[src/rtl/datamem_serial_resp_if.sv]
// datamem_serial_resp_if: MEM-stage data-memory request/response bundle.
interface datamem_serial_resp_if #(parameter int ADDR_W = 9);
    logic              datamem_en;
    logic              readwrite;
    logic              size;
    logic [ADDR_W-1:0] address;
    logic [31:0]       data_in;
    logic [31:0]       data_out;
    logic              busy;
    logic              done;
    logic              align_err;
    modport master (output datamem_en, readwrite, size, address, data_in,
                    input  data_out, busy, done, align_err);
    modport slave  (input  datamem_en, readwrite, size, address, data_in,
                    output data_out, busy, done, align_err);
endinterface

[src/rtl/datamem_serial_resp.sv]
// datamem_serial_resp: byte-serial big-endian data memory responder with busy/done handshake.
// Optional DATAMEM_ALIGN_CHECK_EN rejects misaligned word accesses with align_err.
module datamem_serial_resp #(
    parameter int ADDR_W = 9
) (
    input logic                 clk,
    input logic                 reset,
    datamem_serial_resp_if.slave bus
);
    localparam logic [1:0] IDLE = 2'd0;
    localparam logic [1:0] XFER = 2'd1;
    localparam logic [1:0] RESP = 2'd2;

    logic [7:0]        mem [2**ADDR_W];
    logic [1:0]        state_q, state_d;
    logic [1:0]        cnt_q, cnt_d;
    logic [ADDR_W-1:0] addr_q, addr_d;
    logic              rw_q, rw_d;
    logic              size_q, size_d;
    logic [31:0]       wdata_q, wdata_d;
    logic [31:0]       shadow_q, shadow_d;
    logic [31:0]       dout_q, dout_d;
    logic [ADDR_W-1:0] baddr;
    logic [7:0]        rbyte;
    logic [4:0]        lane_sh;
    logic [31:0]       wshift;
    logic [31:0]       merged;
    logic              last;
    logic              mem_we;

    // Word byte k lives in lane 3-k (big-endian); ~cnt_q equals 3-k.
    assign lane_sh = {~cnt_q, 3'b000};
    assign baddr   = addr_q + ADDR_W'(cnt_q);
    assign rbyte   = mem[baddr];
    assign wshift  = size_q ? (wdata_q >> lane_sh) : wdata_q;
    assign merged  = (shadow_q & ~(32'hFF << lane_sh)) | (32'(rbyte) << lane_sh);
    assign last    = ~size_q | (cnt_q == 2'd3);
    assign mem_we  = (state_q == XFER) & rw_q;

    assign bus.busy     = state_q != IDLE;
    assign bus.done     = state_q == RESP;
    assign bus.data_out = dout_q;

`ifdef DATAMEM_ALIGN_CHECK_EN
    logic err_q, err_d;
    assign bus.align_err = (state_q == RESP) & err_q;
`else
    assign bus.align_err = 1'b0;
`endif

    always_comb begin
        state_d  = state_q;
        cnt_d    = cnt_q;
        addr_d   = addr_q;
        rw_d     = rw_q;
        size_d   = size_q;
        wdata_d  = wdata_q;
        shadow_d = shadow_q;
        dout_d   = dout_q;
`ifdef DATAMEM_ALIGN_CHECK_EN
        err_d    = err_q;
`endif
        if (state_q == IDLE) begin
            if (bus.datamem_en) begin
                addr_d  = bus.size ? {bus.address[ADDR_W-1:2], 2'b00} : bus.address;
                rw_d    = bus.readwrite;
                size_d  = bus.size;
                wdata_d = bus.data_in;
                cnt_d   = 2'd0;
                state_d = XFER;
`ifdef DATAMEM_ALIGN_CHECK_EN
                err_d   = bus.size & (bus.address[1:0] != 2'b00);
                state_d = err_d ? RESP : XFER;
`endif
            end
        end else if (state_q == XFER) begin
            cnt_d    = cnt_q + 2'd1;
            shadow_d = rw_q ? shadow_q : merged;
            if (last) begin
                state_d = RESP;
                dout_d  = rw_q ? dout_q : (size_q ? merged : {24'h0, rbyte});
            end
        end else begin
            state_d = IDLE;
        end
    end

    always_ff @(posedge clk or negedge reset) begin
        if (!reset) begin
            state_q  <= IDLE;
            cnt_q    <= 2'd0;
            addr_q   <= '0;
            rw_q     <= 1'b0;
            size_q   <= 1'b0;
            wdata_q  <= 32'h0;
            shadow_q <= 32'h0;
            dout_q   <= 32'h0;
`ifdef DATAMEM_ALIGN_CHECK_EN
            err_q    <= 1'b0;
`endif
        end else begin
            state_q  <= state_d;
            cnt_q    <= cnt_d;
            addr_q   <= addr_d;
            rw_q     <= rw_d;
            size_q   <= size_d;
            wdata_q  <= wdata_d;
            shadow_q <= shadow_d;
            dout_q   <= dout_d;
`ifdef DATAMEM_ALIGN_CHECK_EN
            err_q    <= err_d;
`endif
        end
    end

    // Storage survives reset.
    always_ff @(posedge clk) begin
        if (mem_we) mem[baddr] <= wshift[7:0];
    end
endmodule
[src/flat_wrapper.sv]
// flat-port wrapper written by rule: the top's interface ports become plain ports
module datamem_serial_resp_flat 
#(
    parameter int ADDR_W = 9
)
  (clk, reset, bus_datamem_en, bus_readwrite, bus_size, bus_address, bus_data_in, bus_data_out, bus_busy, bus_done, bus_align_err);
  datamem_serial_resp_if #(.ADDR_W(ADDR_W)) bus_i ();
  input logic clk;
  input logic reset;
  input wire logic [$bits(bus_i.datamem_en)-1:0] bus_datamem_en;
  input wire logic [$bits(bus_i.readwrite)-1:0] bus_readwrite;
  input wire logic [$bits(bus_i.size)-1:0] bus_size;
  input wire logic [$bits(bus_i.address)-1:0] bus_address;
  input wire logic [$bits(bus_i.data_in)-1:0] bus_data_in;
  output wire logic [$bits(bus_i.data_out)-1:0] bus_data_out;
  output wire logic [$bits(bus_i.busy)-1:0] bus_busy;
  output wire logic [$bits(bus_i.done)-1:0] bus_done;
  output wire logic [$bits(bus_i.align_err)-1:0] bus_align_err;
  assign bus_i.datamem_en = bus_datamem_en;
  assign bus_i.readwrite = bus_readwrite;
  assign bus_i.size = bus_size;
  assign bus_i.address = bus_address;
  assign bus_i.data_in = bus_data_in;
  assign bus_data_out = bus_i.data_out;
  assign bus_busy = bus_i.busy;
  assign bus_done = bus_i.done;
  assign bus_align_err = bus_i.align_err;
  datamem_serial_resp #(.ADDR_W(ADDR_W)) u_core (.clk(clk), .reset(reset), .bus(bus_i));
endmodule
[config.mk]
export PLATFORM = sky130hd
export DESIGN_NAME = datamem_serial_resp_flat
export DESIGN_NICKNAME = d
export VERILOG_FILES = /design/src/rtl/datamem_serial_resp_if.sv /design/src/rtl/datamem_serial_resp.sv /design/src/flat_wrapper.sv
export SDC_FILE = /design/constraint.sdc
export NUM_CORES = 2
export LEC_CHECK = 0
export BUFFER_PORTS_ARGS = -buffer_cell sky130_fd_sc_hd__clkbuf_2
export CORE_ASPECT_RATIO = 1.2
export CORE_MARGIN = 3
export CORE_UTILIZATION = 30
export CTS_BUF_LIST = sky130_fd_sc_hd__clkbuf_8
export DETAILED_ROUTE_END_ITERATION = 10
export MAX_ROUTING_LAYER = met4
export PLACE_DENSITY = 0.46
export SYNTH_ARGS = -nofsm -noshare
export SYNTH_HDL_FRONTEND = slang
export SYNTH_SLANG_ARGS = --single-unit
[constraint.sdc]
create_clock -name clk -period 20.7 [get_ports clk]
set_input_delay 4.14 -clock clk [delete_from_list [all_inputs] [get_ports clk]]
set_output_delay 4.14 -clock clk [all_outputs]
set_load 0.1 [all_outputs]
# After elaboration in Yosys (flattened, before gate mapping)
# Memories as Yosys holds them, arrays and structs flattened.
# Index checks and enable logic that the tools add are counted.
[totals]
register_bits = 111
ramBits = 4096
in_bits = 46
output_inout_bits = 35
wordCells = 48
mem_count = 1
[mem_list]
columns = ["memory", "depth", "width", "rd", "rd_ports_with_merged_regs", "wr", "line", "source"]
rows = [
  ["u_core.mem", 512, 8, 1, 0, 1, "datamem_serial_resp.sv:14", "logic [7:0] mem [2**ADDR_W];"],
]
[op_classes]
add_sub_neg = 2
eq_ne = 5
shifts = 3
mux = 12
bitwise_logic = 9
n_reduce_logical = 8
[ops]
columns = ["cell", "n"]
rows = [
  ["$and 32x32->32", 1],
  ["$mux 32", 1],
  ["$not 32->32", 1],
  ["$or 32x32->32", 1],
  ["$shl 8x5->32", 1],
  ["$shl 8x5->32 const A", 1],
  ["$shr 32x5->8", 1],
  ["$mux 2", 8],
  ["$add 9x2->9", 1],
  ["$mux 8", 1],
  ["$reduce_and 2->1", 3],
  ["$eq 2x2->1 const B", 2],
  ["$reduce_and 4->1", 1],
  ["$reduce_bool 2->1", 2],
  ["$ne 3x2->1 const B", 1],
  ["$not 1->1", 3],
  ["$reduce_and 3->1", 1],
  ["$add 2x1->2 const B", 1],
  ["$eq 2x1->1 const B", 1],
  ["$logic_not 2->1", 1],
  ["$mux 1", 2],
  ["$ne 2x2->1 const B", 1],
  ["$not 2->2", 1],
  ["$and 1x1->1", 1],
  ["$or 1x1->1", 1],
]

# Longest topological paths before layout
[depth]
ltp_word = 6
mapped_depth = 17

# Least setup slack after synthesis
# No wires, ideal clock.
[synth_path]
path_type = "register to register"
start = "register u_core.cnt_q[1]"
end = "memory u_core.mem[0][0], data pin"
setup_ns = 1.528
arrival_ns = 7.779
t_required_ns = 19.172
path_slack_ns = 11.393
path_stages_with_launch = 6
period_less_slack_ns = 9.307
cell_sequence = "dfrtp_1 > clkbuf_1 > buf_1 > mux2i_1 > o21ai_0 > a22o_1"
[synth_between]
elab_chain_cells = 3
[synth_rtl]
columns = ["element", "line", "source"]
rows = [
  ["from (decl)", "datamem_serial_resp.sv:16", "logic [1:0] cnt_q, cnt_d;"],
  ["from (signal assigned)", "datamem_serial_resp.sv:103", "cnt_q <= cnt_d;"],
  ["$not 2->2", "datamem_serial_resp.sv:32", "assign lane_sh = {~cnt_q, 3'b000};"],
  ["$shr 32x5->8", "datamem_serial_resp.sv:35", "assign wshift = size_q ? (wdata_q >> lane_sh) : wdata_q;"],
  ["$mux 8", "datamem_serial_resp.sv:35", ""],
  ["via u_core.wshift[0]", "datamem_serial_resp.sv:26", "logic [31:0] wshift;"],
  ["to (decl)", "datamem_serial_resp.sv:14", ""],
]
# The timed path passes the listed nets, and every way through them passes these cells.

# Worst setup path in the final report
[layout_path]
start = "register u_core.cnt_q[0]"
end = "register u_core.dout_q[26], in the netlist u_core.bus.data_out[26]"
[layout_between]
elab_chain_cells = 6
elab_cells_between_ends = 12
classes_between = "1 x add/sub; 1 x eq/ne; 2 x shift; 1 x mux; 5 x bitwise; 1 x reduce/logical; 1 x memory"
[layout_rtl]
columns = ["element", "line", "source"]
rows = [
  ["branches (longest 6 deep; another with $add 9x2->9)", "-", ""],
  ["to (signal assigned)", "datamem_serial_resp.sv:109", "dout_q <= dout_d;"],
  ["to (decl)", "datamem_serial_resp.sv:22", "logic [31:0] dout_q, dout_d;"],
]
# Parallel ways; which one is timed is not known.
# A chain may end at the register's enable or synchronous reset.

==> results.toml <==
[die]
rows = 297
coreArea_um2 = 546300
io_pins = 81
start_util_pct = 30.19
dieWidth_um = 682.8
die-area_um2 = 558700
die_h_um = 818.2

[critical_path]
worstPathArrival_ns = 9.69
critPathSlowestCell = "fa_4"
timing.rr.end = "u_core.bus.data_out[26]"
rrSetupSlack_ns = 12.23
crit_type = "flip-flop to flip-flop"
cpMostUsedCell = "buf_4"
cp_data_required_time_ns = 21.92
setup.worst_path.end_class = "flip-flop"
path_delay_family = "buffers and inverters"
timing.critical_path.buf_inv = 5
critPathLaunchType = "flip-flop"
cp_cell_sequence = "ha_4, fa_4, buf_4, buf_4, buf_4, buf_4, buf_4, mux4_2, nand2_1, nand3_1, a211o_1, o211ai_1, or4b_1, nor4_4, a221o_1"
path_max_fanout = 46
timing.rr.start = "u_core.cnt_q[0]"
cp_slowest_stage_delay_ns = 0.92
r2r_cells = 15

[logic_synthesis]
ys.flop_type = "edfxtp_1"
ys_ff_latch = 4199
synth_area_leaders = "edfxtp_1 (75%), mux4_2 (14%), nand2_1 (2.1%)"
synth_commonest_cells = "edfxtp_1 (4096), mux4_2 (997), nand2_1 (926)"
async_reset_ff_share_pct = 2.453
syn_area_per_cell_um2 = 19.53
ys_seq_area_share_pct = 76.15
yosysMostFrequentCell = "edfxtp_1"
syn_nets = 8499
yosys.area.top_type = "edfxtp_1"
synthCells = 8446
ys_types = 76
netlist.area_leader.share_pct = 74.58
yosys_warnings = 0
synth_edf_count = 4096
syn_area_um2 = 164900

[clock_tree]
max-clock-path-buffers = 4
cts_max_level = 6
cts.clk_slew.worst_paths_ns = 0.06
tritoncts = "built"
cts_setup_buffers = 0
cts.hold.buffers_added = 0
post_cts_resized = 0
clkSinkCount = 4199
clk_latency_ns = 1.29
numCtsBuffers = 655
root_buffer = "clkbuf_8"

[detailed_routing]
num_vias = 84830
drc = 0
dr.pass1.iters = 8
wl_per_cell_um = 30.17
vias_per_cell = 5.117
drt-initial-drc-count = 8503
totalWireLength_um = 500200
antenna_left = 0

[timing]
slew_violations = 0
maxSlewHeadroom_pct = 9.054
max_freq_mhz = 118.1
fin_skew_ns = 0.1081
rsz0062_at_grt = "false"
hold_violations = 0
fin_tns_setup_ns = 0
final.min_clock_period_ns = 8.466
final-setup-viol-count = 0
worstMarginPinSlew_ns = 1.361
fin_crit_sh_pct = 40.90

[job]
drv_cap = 0

[outcome]
status = "completed"

[min_path]
whs_endpoint = "u_core.shadow_q[13]"
holdPathStages = 2
hp-class = "flip-flop to flip-flop"
worstHoldStart = "u_core.shadow_q[13]"

[placement]
gp_congestion = 0.8023
port-buffer-count = 79
dp_hpwl_um = 294800

[global_route]
grt_antenna_before_repair = 34
grt_pass1_vias = 88580
grt_max_degree = 204
grt_pass1_wl_um = 702000
grt-ovfl-total = 0
track_usage_pct = 18.11

[finish]
area_delta_synth_final_pct = 12.72
nNetsFinal = 8919
drive_gt1_share_pct = 23.79
worst max-delay path by stage:
stage	start	endpoint	slack (ns)	depth (start not counted)
global route	u_core.cnt_q[0]	u_core.bus.data_out[19]	11.92	15
finish	u_core.cnt_q[0]	u_core.bus.data_out[26]	12.23	15
global placement	u_core.cnt_q[0]	u_core.bus.data_out[1]	11.92	15
detailed placement	u_core.cnt_q[0]	u_core.bus.data_out[25]	12.10	15
CTS	u_core.cnt_q[0]	u_core.bus.data_out[25]	12.08	15
floorplan	u_core.cnt_q[1]	u_core.mem[0][0]	11.39	5
cells in the final DEF (no fill, tap or decap), drive strengths merged, types with 11 or more instances in the layout:
cell      synthesis  layout
and2             11      11
inv              15     247
a31oi            45      45
nand2           926     926
edfxtp         4096    4096
a32o             13      13
nor2            616     616
a211oi           15      15
nand3           263     263
a32oi            25      25
o21ai            84      84
nor3             27      27
clkinv            0     235
diode             0      11
a22oi            16      16
o22ai            30      30
dfrtp           103     103
a211o            33      33
or4              13      13
clkinvlp          0      23
bufinv            0      24
clkbuf          172     746
mux2             48      48
buf             360     217
mux2i           124     124
and3             76      76
mux4            997     997
a21oi           132     132
o2111ai          17      17
a22o             14      14
nand4            14      14
o2111a           11      11
sequential cells by signal, indices dropped and copies added, names as in the netlist, 2 cells and up:
signal               count
u_core.bus.data_out     32
u_core.shadow_q         24
u_core.wdata_q          32
u_core.cnt_q             2
u_core.state_q           2
u_core.mem            4096
u_core.addr_q            9
layer usage:
metal,share of wire (%),vias up,GRT usage (%)
met5,0,-,-
met4,3.0,0,5.077
met3,5.8,749,2.549
met2,50,2933,30.09
met1,41,46120,23.20
li1,-,35030,-
worst min-delay path: stages, from the launching register on:
cell and delay (ns):
dfrtp_1 0.33, nand2_1 0.05, o21ai_0 0.06
stage by stage:
step / cell area, µm² / setup WS [ns] / hold WS (ns) / std cells / utilization, %
global placement: 173700 / 11.92 / 0.4575 / 15390 / 31.80
floorplan: 164900 / 11.39 / 0.4418 / 8446 / -
CTS: 185900 / 12.08 / 0.4765 / 16570 / 34.02
detailed placement: 173700 / 12.10 / 0.4624 / 15390 / 31.80
global route: 185900 / 11.92 / 0.4918 / 16570 / 34.03
finish: 185900 / 12.23 / 0.4755 / 16580 / 34.03
cell families after synthesis:
| kind of cell | count (synthesis) | synth area share [%] |
|---|---|---|
| flops | 4199 | 76.15 |
| fa+ha+maj | 7 | 0.05766 |
| simple gates | 1998 | 5.060 |
| compound gates | 522 | 2.171 |
| buf+inv | 547 | 1.846 |
| mux | 1169 | 14.70 |
| xor+xnor | 3 | 0.02049 |
| other cells | 1 | 0.002274 |
area by class of cell:
cell class,instances,area (µm²)
clock inverters,514,2960
repair buffers,295,2245
flip-flops and latches,4199,125600
well taps,7176,8979
multi-input cells,3700,36850
inverters,15,58.81
clock buffers,668,9194
fillers,51680,360400
diodes,11,27.53
Power is left out: the tool's default activity adds up to more than one toggle a clock period on the data nets, which glitch-free logic cannot reach.
